$ cat src/rtl/scan_display_ctrl_if.sv
// Bundle between a display producer and the 7-segment scan controller.
// master: producer side (drives en, data_in, dp_in, mask_in, load; sees load_ack and the display lines).
// slave : controller side (inverse directions).
interface scan_display_ctrl_if;
  logic        en;           // scan enable; 0 blanks the display and restarts the frame
  logic [31:0] data_in;      // digit k shows data_in[4k+3:4k]
  logic [7:0]  dp_in;        // per-digit decimal point, 1 = lit
  logic [7:0]  mask_in;      // per-digit enable, 1 = shown
  logic        load;         // capture request for data_in/dp_in/mask_in
  logic        load_ack;     // one-cycle pulse when captured data becomes active
  logic [7:0]  an;           // active-low digit enables
  logic [7:0]  seg;          // active-low segments {dp,g,f,e,d,c,b,a}
  logic [2:0]  sel;          // current digit slot
  logic        frame_start;  // one-cycle pulse on the first cycle of slot 0

  modport master (
    output en, data_in, dp_in, mask_in, load,
    input  load_ack, an, seg, sel, frame_start
  );

  modport slave (
    input  en, data_in, dp_in, mask_in, load,
    output load_ack, an, seg, sel, frame_start
  );
endinterface

$ cat src/rtl/scan_display_ctrl.sv
// Scan controller for an 8-digit multiplexed 7-segment display with double-buffered data.
// Ports: clk, reset (async active-low), bus (slave modport): en/data_in/dp_in/mask_in/load in;
//        load_ack/an/seg/sel/frame_start out, all registered.
module scan_display_ctrl #(
  parameter int unsigned DIV       = 50000,  // cycles per digit slot
  parameter int unsigned BLANK_CYC = 4       // dead-time cycles at the start of each slot
) (
  input  logic               clk,
  input  logic               reset,
  scan_display_ctrl_if.slave bus
);

  localparam int unsigned      CNT_W      = $clog2(DIV);
  localparam logic [CNT_W-1:0] CNT_LAST   = CNT_W'(DIV - 1);
  localparam logic [CNT_W-1:0] BLANK_LAST = CNT_W'(BLANK_CYC - 1);

  typedef enum logic [1:0] {
    IDLE  = 2'd0,
    BLANK = 2'd1,
    SHOW  = 2'd2
  } state_t;

  state_t           state, state_d;
  logic [CNT_W-1:0] cnt, cnt_d;
  logic [2:0]       sel, sel_d;

  // Shadow buffer written by producers, active buffer read by the scanner.
  logic [31:0] shadow_data, act_data;
  logic [7:0]  shadow_dp, act_dp;
  logic [7:0]  shadow_mask, act_mask;
  logic        pending;

  logic [7:0]  an_q, an_d;
  logic [7:0]  seg_q, seg_d;
  logic        ack_q;
  logic        fs_q, fs_d;

  logic        wrap;     // last cycle of slot 7 with scanning continuing
  logic        commit;   // shadow -> active this cycle
  logic [3:0]  nib;
  logic [7:0]  dec;

  // Active-low hex decode; bit 7 (dp) is replaced by the caller.
  function automatic logic [7:0] hex_to_seg(input logic [3:0] v);
    logic [7:0] s;
    case (v)
      4'h0: s = 8'hC0;
      4'h1: s = 8'hF9;
      4'h2: s = 8'hA4;
      4'h3: s = 8'hB0;
      4'h4: s = 8'h99;
      4'h5: s = 8'h92;
      4'h6: s = 8'h82;
      4'h7: s = 8'hF8;
      4'h8: s = 8'h80;
      4'h9: s = 8'h90;
      4'hA: s = 8'h88;
      4'hB: s = 8'h83;
      4'hC: s = 8'hC6;
      4'hD: s = 8'hA1;
      4'hE: s = 8'h86;
      default: s = 8'h8E;
    endcase
    return s;
  endfunction

  // Next-state logic. Dropping en lands in IDLE, which always re-enters at slot 0,
  // so even a single low cycle restarts the frame.
  always_comb begin
    state_d = state;
    cnt_d   = cnt;
    sel_d   = sel;
    wrap    = 1'b0;
    if (!bus.en) begin
      state_d = IDLE;
      cnt_d   = '0;
      sel_d   = '0;
    end else begin
      case (state)
        IDLE: begin
          state_d = BLANK;
          cnt_d   = '0;
          sel_d   = '0;
        end
        BLANK: begin
          cnt_d = cnt + 1'b1;
          if (cnt == BLANK_LAST) begin
            state_d = SHOW;
          end
        end
        SHOW: begin
          if (cnt == CNT_LAST) begin
            cnt_d   = '0;
            sel_d   = sel + 1'b1;
            state_d = BLANK;
            wrap    = (sel == 3'd7);
          end else begin
            cnt_d = cnt + 1'b1;
          end
        end
        default: begin
          state_d = IDLE;
          cnt_d   = '0;
          sel_d   = '0;
        end
      endcase
    end
  end

  // Commits only at frame boundaries so a frame never mixes buffers; in IDLE there
  // is no frame in flight, so pending data is taken immediately.
  assign commit = pending && ((state == IDLE) || wrap);

  // frame_start marks entry into BLANK of slot 0, from IDLE or from the 7->0 wrap.
  assign fs_d = ((state == IDLE) && bus.en) || wrap;

  // Output values are computed for the state being entered so that an/seg are
  // registered yet line up cycle-for-cycle with state. The active buffer only
  // changes on edges entering BLANK/IDLE, so reading it here is never stale in SHOW.
  always_comb begin
    nib   = act_data[{sel_d, 2'b00} +: 4];
    dec   = hex_to_seg(nib);
    an_d  = 8'hFF;
    seg_d = 8'hFF;
    if (state_d == SHOW) begin
      an_d  = act_mask[sel_d] ? ~(8'b1 << sel_d) : 8'hFF;
      seg_d = {~act_dp[sel_d], dec[6:0]};
    end
  end

  always_ff @(posedge clk or negedge reset) begin
    if (!reset) begin
      state <= IDLE;
      cnt   <= '0;
      sel   <= '0;
      an_q  <= 8'hFF;
      seg_q <= 8'hFF;
      ack_q <= 1'b0;
      fs_q  <= 1'b0;
    end else begin
      state <= state_d;
      cnt   <= cnt_d;
      sel   <= sel_d;
      an_q  <= an_d;
      seg_q <= seg_d;
      ack_q <= commit;
      fs_q  <= fs_d;
    end
  end

  // Last write wins in the shadow; a load coinciding with a commit keeps pending
  // set so the newer data gets its own commit at the next boundary.
  always_ff @(posedge clk or negedge reset) begin
    if (!reset) begin
      shadow_data <= '0;
      shadow_dp   <= '0;
      shadow_mask <= '0;
      pending     <= 1'b0;
    end else if (bus.load) begin
      shadow_data <= bus.data_in;
      shadow_dp   <= bus.dp_in;
      shadow_mask <= bus.mask_in;
      pending     <= 1'b1;
    end else if (commit) begin
      pending     <= 1'b0;
    end
  end

  always_ff @(posedge clk or negedge reset) begin
    if (!reset) begin
      act_data <= '0;
      act_dp   <= '0;
      act_mask <= '0;
    end else if (commit) begin
      act_data <= shadow_data;
      act_dp   <= shadow_dp;
      act_mask <= shadow_mask;
    end
  end

  assign bus.an          = an_q;
  assign bus.seg         = seg_q;
  assign bus.sel         = sel;
  assign bus.load_ack    = ack_q;
  assign bus.frame_start = fs_q;

endmodule
$ cat src/flat_wrapper.sv
// flat-port wrapper written by rule: the top's interface ports become plain ports
module scan_display_ctrl_flat 
#(
  parameter int unsigned DIV       = 50000,                          
  parameter int unsigned BLANK_CYC = 4                                                    
)
  (clk, reset, bus_en, bus_data_in, bus_dp_in, bus_mask_in, bus_load, bus_load_ack, bus_an, bus_seg, bus_sel, bus_frame_start);
  scan_display_ctrl_if bus_i ();
  input  logic clk;
  input  logic reset;
  input wire logic [$bits(bus_i.en)-1:0] bus_en;
  input wire logic [$bits(bus_i.data_in)-1:0] bus_data_in;
  input wire logic [$bits(bus_i.dp_in)-1:0] bus_dp_in;
  input wire logic [$bits(bus_i.mask_in)-1:0] bus_mask_in;
  input wire logic [$bits(bus_i.load)-1:0] bus_load;
  output wire logic [$bits(bus_i.load_ack)-1:0] bus_load_ack;
  output wire logic [$bits(bus_i.an)-1:0] bus_an;
  output wire logic [$bits(bus_i.seg)-1:0] bus_seg;
  output wire logic [$bits(bus_i.sel)-1:0] bus_sel;
  output wire logic [$bits(bus_i.frame_start)-1:0] bus_frame_start;
  assign bus_i.en = bus_en;
  assign bus_i.data_in = bus_data_in;
  assign bus_i.dp_in = bus_dp_in;
  assign bus_i.mask_in = bus_mask_in;
  assign bus_i.load = bus_load;
  assign bus_load_ack = bus_i.load_ack;
  assign bus_an = bus_i.an;
  assign bus_seg = bus_i.seg;
  assign bus_sel = bus_i.sel;
  assign bus_frame_start = bus_i.frame_start;
  scan_display_ctrl #(.DIV(DIV), .BLANK_CYC(BLANK_CYC)) u_core (.clk(clk), .reset(reset), .bus(bus_i));
endmodule
$ cat config.mk
export PLATFORM = sky130hd
export DESIGN_NAME = scan_display_ctrl_flat
export DESIGN_NICKNAME = d
export VERILOG_FILES = /design/src/rtl/scan_display_ctrl_if.sv /design/src/rtl/scan_display_ctrl.sv /design/src/flat_wrapper.sv
export SDC_FILE = /design/constraint.sdc
export NUM_CORES = 1
export LEC_CHECK = 0
export ABC_AREA = 1
export CORE_MARGIN = 4
export CORE_UTILIZATION = 38
export DETAILED_ROUTE_END_ITERATION = 8
export GPL_ROUTABILITY_DRIVEN = 0
export MAX_ROUTING_LAYER = met4
export PLACE_DENSITY_LB_ADDON = 0.3
export SLEW_MARGIN = 5
export SYNTH_ARGS = -nofsm -noshare
export SYNTH_HDL_FRONTEND = slang
export SYNTH_SLANG_ARGS = --single-unit
$ cat constraint.sdc
create_clock -name clk -period 2.6 [get_ports clk]
set_clock_uncertainty 0.1 [all_clocks]
set_input_delay 0.52 -clock clk [delete_from_list [all_inputs] [get_ports clk]]
set_output_delay 0.52 -clock clk [all_outputs]
set_load 0.1 [all_outputs]
# Word level (Yosys, flattened, before mapping)
# Memory sizes are Yosys's and may differ from the RTL's.
# Index checks and enable logic that the tools add are counted.
classes:
  addsub: 2
  magnitude_cmp: 1
  n_eq_ne: 6
  shifts: 2
  muxes: 22
  bitwise: 2
  n_reduce_logical: 6
op_table:
  columns: ["operator", "count"]
  rows:
  - ["two-way mux 16 bit", 2]
  - ["one-hot mux 16 bit (2 select lines)", 1]
  - ["indexed part select 32 x 6 -> 4 bit", 1]
  - ["two-way mux 8 bit", 3]
  - ["adder 16 x 1 -> 16 bit (second input constant)", 1]
  - ["== test 16 bit (second input constant)", 1]
  - ["== test 16 x 2 -> 1 bit (second input constant)", 1]
  - ["inverter 8 bit", 1]
  - ["left shift 1 x 3 -> 8 bit (first input constant)", 1]
  - ["two-way mux 1 bit", 7]
  - ["binary-select mux 1 bit (select 3 bit)", 2]
  - ["two-way mux 2 bit", 3]
  - ["two-way mux 3 bit", 2]
  - ["one-hot mux 2 bit (3 select lines)", 1]
  - ["one-hot mux 3 bit (2 select lines)", 1]
  - ["== test 2 bit (second input constant)", 2]
  - ["< comparator 3 x 4 -> 1 bit (second input constant)", 1]
  - ["adder 3 x 1 -> 3 bit (second input constant)", 1]
  - ["== test 3 bit (second input constant)", 1]
  - ["== test 2 x 1 -> 1 bit (second input constant)", 1]
  - ["logical AND 1 bit", 2]
  - ["zero test 2 bit", 1]
  - ["logical OR 1 bit", 2]
  - ["nonzero test 2 bit", 1]
  - ["inverter 1 bit", 1]
totals:
  reg_bits: 136
  rom_bits: 112
  inputBits: 52
  out_inout_bits: 21
  word_cells: 56
  n_memories: 1
mem_list:
  columns: ["memory", "words", "word_bits", "read_ports", "rd_clocked_by_memory_dff", "write_ports", "line_no", "text"]
  rows:
  - ["(no name shown)", 16, 7, 1, 0, 0, "scan_display_ctrl.sv:46", "case (v)"]

# Logic depth before layout (Yosys ltp)
# Gate-level depths: netlist (run 1).
logic_depth:
  ltp_word: 8
  ltp_mapped: 20
  depth_no_buf: 20

# Least setup slack after synthesis (run 1)
# Ideal clock, no wire load.
synth_path:
  path_type: "reg-to-reg"
  start: "reg u_core.sel[0] (netlist: u_core.bus.sel[0])"
  end: "reg u_core.seg_q[1] (netlist: u_core.bus.seg[1])"
  setup_ns: 0.076
  t_arrival_ns: 2.720
  t_required_ns: 2.424
  setup_slack_ns: -0.296
  stages_incl_launch_ff: 13
  path_buffers: 0
  synth_period_minus_slack_ns: 2.896
  path_cell_list: "dfrtp_1 > ha_1 > ha_1 > nand4_1 > a21oi_4 > inv_2 > nand3_1 > nand2_2 > ha_1 > nand3_1 > nor2_1 > nor2_1 > nand2_1"
synth_between:
  elab_chain_len: 7
synth_rtl:
  columns: ["element", "line_no", "text"]
  rows:
  - ["start: declaration", "scan_display_ctrl.sv:25", "logic [2:0] sel, sel_d;"]
  - ["start signal: assignment", "scan_display_ctrl.sv:143", "sel <= sel_d;"]
  - ["adder 3 x 1 -> 3 bit", "scan_display_ctrl.sv:94", "sel_d = sel + 1'b1;"]
  - ["two-way mux 3 bit", "scan_display_ctrl.sv:92", "if (cnt == CNT_LAST) begin"]
  - ["one-hot mux 3 bit (2 select lines)", "scan_display_ctrl.sv:79", "case (state)"]
  - ["two-way mux 3 bit", "scan_display_ctrl.sv:74", "if (!bus.en) begin"]
  - ["via u_core.sel_d[2]", "scan_display_ctrl.sv:25", null]
  - ["indexed part select 32 x 6 -> 4 bit", "scan_display_ctrl.sv:121", "nib = act_data[{sel_d, 2'b00} +: 4];"]
  - ["memory (16 x 7 bit)", null, null]
  - ["two-way mux 8 bit", "scan_display_ctrl.sv:125", "if (state_d == SHOW) begin"]
  - ["via u_core.seg_d[1]", "scan_display_ctrl.sv:34", "logic [7:0] seg_q, seg_d;"]
  - ["end signal: assignment", "scan_display_ctrl.sv:145", "seg_q <= seg_d;"]
  - ["end: declaration", "scan_display_ctrl.sv:34", null]
# The timed path passes the listed nets, and every way through them passes these cells.
# A chain may end at the register's enable or synchronous reset.

# Worst setup path in the final report (run 1)
layout_path:
  start: "reg u_core.cnt[4]"
  end: "reg u_core.seg_q[1] (netlist: u_core.bus.seg[1])"
layout_between:
  elab_chain_len: 7
  elab_cells_between_ends: 13
  classes_between: "eq/ne: 3; shift: 1; mux: 8; memory: 1"
layout_rtl:
  columns: ["element", "line_no", "text"]
  rows:
  - ["start: declaration", "scan_display_ctrl.sv:24", "logic [CNT_W-1:0] cnt, cnt_d;"]
  - ["start signal: assignment", "scan_display_ctrl.sv:142", "cnt <= cnt_d;"]
  - ["== test 16 bit", "scan_display_ctrl.sv:92", null]
  - ["two-way mux 3 bit", "scan_display_ctrl.sv:92", null]
  - ["one-hot mux 3 bit (2 select lines)", "scan_display_ctrl.sv:79", null]
  - ["two-way mux 3 bit", "scan_display_ctrl.sv:74", null]
  - ["indexed part select 32 x 6 -> 4 bit", "scan_display_ctrl.sv:121", null]
  - ["memory (16 x 7 bit)", null, null]
  - ["two-way mux 8 bit *", "scan_display_ctrl.sv:125", null]
  - ["via u_core.seg_d[1]", "scan_display_ctrl.sv:34", null]
# Mark *: on every way through the listed nets, which the timed path passes. The rest lies on a longest branch.

==> results by group, run 1 <==
Run status
  – Run status: finished clean

Floorplan
  – Rows: 46
  – Top Ports: 73
  – Total Die Area: 0.01855 mm²
  – Core area: 0.01600 mm²
  – Die Y: 136.2 µm
  – Die W: 136.2 µm
  – Initial Util: 39.04%

Route
  – Remaining DRCs: 0
  – Initial drt markers: 344
  – Routed wire per std cell: 12.99 µm
  – Via density: 4.540
  – DRT Wirelength: 13.99 mm
  – Drt pass-1 iters: 5
  – DR vias: 4890
  – Post-route ant nets: 0

Global route
  – Busiest grt layer: met2
  – Total Routing Usage GR: 16.42%
  – GR Util met2: 23.17%
  – Met1 Track Usage GR: 22.59%
  – Initial antenna violation count: 0
  – Global-route wire length before repair: 23.23 mm
  – Number of global-route vias before repair: 4758
  – Met3 Usage GRT: 4.330%
  – Pin count of the biggest net entering global routing: 85
  – Total gr overflow: 0

Yosys
  – Syn Inst Count: 728
  – Synth cell types: 35
  – Post-synth top area cell: dfrtp_1
  – Async SR Flop Fraction: 100.0%
  – Area contributors post-synth: dfrtp_1 (48%), nand2_1 (12%), dfstp_2 (6.7%), o21ai_0 (6.3%), inv_1 (5.4%)
  – Top post-synthesis cells by count: nand2_1 (206), dfrtp_1 (120), inv_1 (90)
  – Post-synth top flop: dfrtp_1
  – Net count after synthesis: 794
  – Syn avg cell area: 8.580 µm²
  – Yosys top cell area share: 48.08%
  – FF+latch count, synth: 136
  – Post-synthesis sequential area ratio: 54.81%
  – Post-synthesis cell area: 0.006246 mm²
  – Total number of yosys warnings: 0
  – Post-synth EDFFs: 0
  – Most frequent cell after synthesis: nand2_1

Job
  – Max capacitance violation total: 0

Critical path
  – Req. time, crit path: 2870 ps
  – Crit path launch type: flip-flop
  – Worst reg2reg path startpoint: u_core.cnt[4]$_DFF_PN0_
  – Slowest cell on the critical path: dfrtp_2
  – Worst r2r path cells: 16
  – Crit path arrival time: 2780 ps
  – Critical path cell sequence: nor2_4 > nand2_2 > nor2_2 > nand3_2 > a21oi_4 > buf_6 > nand3_1 > nand2_1 > nand2_1 > nand3_2 > nand2_4 > ha_4 > nand3_2 > nor2_1 > nor2_1 > nand2_1
  – Crit end category: flip-flop
  – Worst Path Max Fanout: 8
  – Setup slack, reg-to-reg: 90 ps
  – Crit Path Category: reg -> reg
  – CP max stage delay: 440 ps
  – Worst flop-to-flop path endpoint: u_core.bus.seg[1]$_DFF_PN1_

Placement
  – Buffers on Ports: 72
  – HPWL Detailed: 9.635 mm
  – Dpl ws: -134.9 ps
  – Cells after DPL: 1025

Pwr
  – Static Leak: 3.865 nW
  – Final Power: 5.398 mW
  – Peak supply drop: 480.8 µV
  – Power Density: 647.9 mW/mm²

Hold path
  – Min-delay src: u_core.shadow_dp[7]$_DFFE_PN0P_
  – Hold EP: u_core.shadow_dp[7]$_DFFE_PN0P_
  – Worst Hold Class: reg -> reg
  – WHS Path Cells: 2

Timing
  – Post-route setup TNS: 0 ps
  – Final slew viol count: 0
  – Slew headroom: 63.57%
  – Fin crit share: 96.51%
  – Final setup fails: 0
  – Minimum clock period: 2509 ps
  – Max Clock Freq: 398.5 MHz
  – Final worst slack: 90.76 ps
  – RSZ-0062 raised after global routing: true
  – Slew @ Worst Pin: 545.8 ps
  – Hold Fails Final Rpt: 0

CTS
  – Clk Latency, worst-skew pair: 430 ps
  – Total CTS buffers: 17
  – Root buffer cell: clkbuf_16
  – CTS tree: built
  – CTS H-tree depth: 4
  – CTS Buffer Depth: 2
  – CTS Sinks: 136
  – Clk pin slew, worst setup/hold paths: 60 ps

Layout
  – Area Overhead vs Synth: 33.39%
  – Layout cells sized above 1: 23.11%
  – Fin nets: 914
  – Layout filler cell count: 1531
  – Count of non-filler cells in the finished layout: 1077
  – Ant. Diodes: 0
## through the flow
| stage | hold slack (ps) | util, % | area (µm²) |
|---|---|---|---|
| 6_report | 369.2 | 52.07 | 8332 |
| 5_1_grt | 395.9 | 52.07 | 8332 |
| 4_1_cts | 375.3 | 49.60 | 7936 |
| 3_5_place_dp | 360.3 | 46.05 | 7368 |
| 3_3_place_gp | 355.7 | 46.05 | 7368 |
| 2_1_floorplan | 124.4 | - | 6252 |
## flip-flops by register name, indices dropped and copies added, names as in the netlist
signal	count
u_core.act_dp	8
u_core.shadow_mask	8
u_core.bus.load_ack	1
u_core.state	2
u_core.shadow_data	32
u_core.act_data	32
u_core.bus.an	8
u_core.bus.frame_start	1
u_core.cnt	16
u_core.shadow_dp	8
u_core.act_mask	8
u_core.bus.sel	3
u_core.bus.seg	8
u_core.pending	1
## critical path, delay by kind of cell (launching register included)
family	cells	cell delay (ps)
AO/OA/AOI/OAI	1	300
flip-flops	1	440
buffers and inverters	1	190
AND/OR/NAND/NOR	13	1150
adder cells (fa/ha/maj)	1	270
## per-layer routing
| layer | vias to the layer above | routed length, µm |
|---|---|---|
| met1 | 2252 | 6827 |
| met3 | 17 | 581 |
| met4 | 0 | 235 |
| li1 | 2534 | - |
| met5 | - | 0 |
| met2 | 87 | 6343 |
## what timing repair did
| action | 4_1_cts | 5_1_grt |
|---|---|---|
| endpoints found under the setup margin | 1 | 16 |
| gates cloned | 0 | 3 |
| hold buffers | 1 | 0 |
| setup buffers | 0 | 16 |
| resized for setup | 1 | 58 |
| pin swaps | 0 | 28 |
| hold endpoints to repair | 39 | 0 |
## report_power, final
| part | leakage (nW) | switching, mW | internal [mW] |
|---|---|---|---|
| Clock | 0.268 | 0.922 | 1.32 |
| Combinational | 1.93 | 0.442 | 0.289 |
| Sequential | 1.67 | 0.104 | 2.32 |
| Total | 3.86 | 1.47 | 3.93 |
## cells in the final DEF (no fill, tap or decap), types with 3 or more instances in the layout
master	instances
clkinv_4	4
clkbuf_16	17
clkinv_2	3
buf_4	61
nor2_2	3
o21ai_1	14
nand2_2	20
nand3_4	5
dfstp_2	16
inv_1	87
inv_6	3
ha_1	7
nor3_1	7
nor2_4	7
xor2_1	5
nand2_1	197
a21oi_1	3
o21ai_0	78
clkdlybuf4s50_1	49
inv_2	6
nand3b_1	3
nor2_1	42
nand2_4	7
ha_4	5
dfrtp_1	112
dfrtp_2	7
nand3_1	41
buf_12	5
nand3_2	11
buf_6	4
nand4_1	5
## area by class of cell
type	instances	area (µm²)	area share, %
clock inverter	13	121.4	1.457
timing repair buffer	122	1114	13.37
inverter	95	361.6	4.340
sequential	136	3436	41.24
multi-input combinational	476	2596	31.16
clock buffer	19	432.9	5.196
tap	216	270.3	3.244
## how the worst max path moves through the flow
stage                     cells past startpoint                         from  slack [ps]                          end
final                                        16      u_core.cnt[4]$_DFF_PN0_          90  u_core.bus.seg[1]$_DFF_PN1_
after global routing                         16      u_core.cnt[7]$_DFF_PN0_         -90  u_core.bus.seg[1]$_DFF_PN1_
after CTS                                    18      u_core.cnt[0]$_DFF_PN0_           2  u_core.bus.seg[5]$_DFF_PN1_
after detailed placement                     15                       bus_en        -130  u_core.bus.seg[5]$_DFF_PN1_
after global placement                       14                       bus_en         -90  u_core.bus.seg[1]$_DFF_PN1_
after floorplan                              12  u_core.bus.sel[0]$_DFF_PN0_          20  u_core.bus.seg[1]$_DFF_PN1_
## logic make-up after synthesis
kind of cell | count (synthesis) | share of synthesized area [%]
AND/OR/NAND/NOR | 349 | 24.86
XOR/XNOR | 7 | 0.9816
flip-flops | 136 | 54.81
AO/OA/AOI/OAI | 104 | 9.095
adder cells (fa/ha/maj) | 14 | 2.805
buffers and inverters | 118 | 7.452
No activity file was read; power rests on OpenSTA's default activity.
==> inputs of run 2 (changes only) <==
--- a/config.mk
+++ b/config.mk
@@ -12,6 +12,7 @@
 export GPL_ROUTABILITY_DRIVEN = 0
 export MAX_ROUTING_LAYER = met4
 export PLACE_DENSITY_LB_ADDON = 0.3
+export SKIP_CTS_REPAIR_TIMING = 1
 export SLEW_MARGIN = 5
 export SYNTH_ARGS = -nofsm -noshare
 export SYNTH_HDL_FRONTEND = slang
==> results by group, run 2 (synthesis gave the netlist of run 1 again) <==
Run status
  – Run status: finished clean (unchanged)

Layout
  – Layout cells sized above 1: 23.11% (unchanged)
  – Most common cell after layout, fill and taps aside: nand2_1 (unchanged)
  – Most frequent cells in the layout: nand2_1 (197), dfrtp_1 (112), inv_1 (87) (unchanged)
  – Area Overhead vs Synth: 33.39% (unchanged)
  – Core Util, Final: 52.07% (unchanged)
  – Largest regs: u_core.act_data x32, u_core.shadow_data x32, u_core.cnt x16 (unchanged)
  – Ant. Diodes: 0 (unchanged)
  – Fin nets: 914 (unchanged)

Floorplan
  – Die W: 136.2 µm (unchanged)
  – Top Ports: 73 (unchanged)
  – Total Die Area: 0.01855 mm² (unchanged)
  – Initial Util: 39.04% (unchanged)
  – Die Y: 136.2 µm (unchanged)
  – Rows: 46 (unchanged)
  – Core area: 0.01600 mm² (unchanged)

Route
  – Via density: 4.558 (was 4.540)
  – DR vias: 4909 (was 4890)
  – Initial drt markers: 364 (was 344)
  – Remaining DRCs: 0 (unchanged)
  – Drt pass-1 iters: 5 (unchanged)
  – DRT Wirelength: 13.96 mm (was 13.99 mm)
  – Post-route ant nets: 0 (unchanged)
  – Routed wire per std cell: 12.97 µm (was 12.99 µm)

Timing
  – Final slew viol count: 0 (unchanged)
  – Hold Fails Final Rpt: 0 (unchanged)
  – Fin crit share: 96.58% (was 96.51%)
  – Slew headroom: 62.56% (was 63.57%)
  – RSZ-0062 raised after global routing: true (unchanged)
  – Slew @ Worst Pin: 561.0 ps (was 545.8 ps)
  – Final setup fails: 0 (unchanged)
  – Final worst slack: 88.92 ps (was 90.76 ps)
  – Max Clock Freq: 398.2 MHz (was 398.5 MHz)
  – Minimum clock period: 2511 ps (was 2509 ps)
  – Hold slack: 368.6 ps (was 369.2 ps)

Global route
  – Total gr overflow: 0 (unchanged)
  – Initial antenna violation count: 0 (unchanged)
  – Pin count of the biggest net entering global routing: 85 (unchanged)
  – Total Routing Usage GR: 16.41% (was 16.42%)
  – Number of global-route vias before repair: 4752 (was 4758)
  – Global-route wire length before repair: 23.21 mm (was 23.23 mm)

Hold path
  – WHS Path Cells: 2 (unchanged)
  – Worst Hold Class: reg -> reg (unchanged)
  – Min-delay src: u_core.shadow_dp[7]$_DFFE_PN0P_ (unchanged)

Placement
  – Buffers on Ports: 72 (unchanged)
  – Dpl ws: -134.9 ps (unchanged)
  – HPWL Detailed: 9.635 mm (unchanged)

CTS
  – Clk pin slew, worst setup/hold paths: 60 ps (about the same)
  – Root buffer cell: clkbuf_16 (unchanged)
  – Total CTS buffers: 17 (unchanged)
  – CTS tree: built (unchanged)
  – CTS H-tree depth: 4 (unchanged)
  – CTS Buffer Depth: 2 (unchanged)
  – Clk Latency, worst-skew pair: 430 ps (about the same)
  – CTS Sinks: 136 (unchanged)

Pwr
  – Final Power: 5.399 mW (was 5.398 mW)
  – Peak supply drop: 481.0 µV (was 480.8 µV)
  – Static Leak: 3.865 nW (unchanged)
  – Power Density: 648.0 mW/mm² (was 647.9 mW/mm²)

Critical path
  – Critical path cell sequence: nor2_4 > nand2_2 > nor2_2 > nand3_2 > a21oi_4 > buf_6 > nand3_1 > nand2_1 > nand2_1 > nand3_2 > nand2_4 > ha_4 > nand3_2 > nor2_1 > nor2_1 > nand2_1 (unchanged)
  – Slowest cell on the critical path: dfrtp_2 (unchanged)
  – Buf+Inv Stages, Crit Path: 1 (unchanged)
  – Crit end category: flip-flop (unchanged)
  – Cell depth of the worst setup path: 16 (unchanged)
  – Crit path arrival time: 2780 ps (about the same)
  – Worst Path Max Fanout: 8 (unchanged)
  – Crit Path Category: reg -> reg (unchanged)
  – Crit path from: u_core.cnt[4]$_DFF_PN0_ (unchanged)
  – CP max stage delay: 440 ps (about the same)
  – Worst reg2reg path startpoint: u_core.cnt[4]$_DFF_PN0_ (unchanged)
  – Req. time, crit path: 2870 ps (about the same)
  – Cell family with most CP delay: simple AND/OR/NAND/NOR gates (unchanged)
  – Worst r2r path cells: 16 (unchanged)
  – Crit path launch type: flip-flop (unchanged)

Job
  – Max capacitance violation total: 0 (unchanged)
-- run 2: cell counts in the layout (fill, tap and decap cells not counted) --
Identical to the previous run, type by type.
-- run 2: final timing paths --
kind	to	slack, ps
worst max register to register	u_core.bus.seg[1]$_DFF_PN1_	90
min in group asynchronous	u_core.shadow_data[18]$_DFFE_PN0P_	480
worst max-delay path	u_core.bus.seg[1]$_DFF_PN1_	90
worst min register to register	u_core.shadow_dp[7]$_DFFE_PN0P_	370
worst min-delay path	u_core.shadow_dp[7]$_DFFE_PN0P_	370
max in group asynchronous	u_core.bus.an[5]$_DFF_PN1_	1180
-- run 2: routing by layer --
metal	wire, µm	global-route usage (%)	vias up
met2	6368	23.17	76
met3	603	4.330	21
met1	6732	22.56	2278
met4	258	6.383	0
met5	0	-	-
li1	-	-	2534
-- run 2: power breakdown --
part           leakage (nW)  internal, mW  switching (mW)
logic                  1.93         0.289           0.441
clock network         0.268          1.32           0.924
registers              1.67          2.32           0.104
-- run 2: cell type report --
type / instances / area [µm²]
clock buffers: 19 / 432.9
clock inverters: 13 / 121.4
fillers: 1531 / 7669
inverters: 95 / 361.6
multi-input cells: 476 / 2596
flip-flops and latches: 136 / 3436
well taps: 216 / 270.3
repair buffers: 122 / 1114
-- run 2: metrics by stage --
| stage | instance area [µm²] | TNS [ps] | cells |
|---|---|---|---|
| 2_1_floorplan | 6252 | 0 | 728 |
| 3_3_place_gp | 7368 | -404.9 | 1025 |
| 3_5_place_dp | 7368 | -984.1 | 1025 |
| 4_1_cts | 7923 | -11.72 | 1057 |
| 5_1_grt | 8332 | -419.6 | 1077 |
| 6_report | 8332 | 0 | 1077 |
-- run 2: tightest hold or removal path: stages (launching register included) --
cell     delay (ps)
dfrtp_1         340
nand2_1          50
nand2_1          40
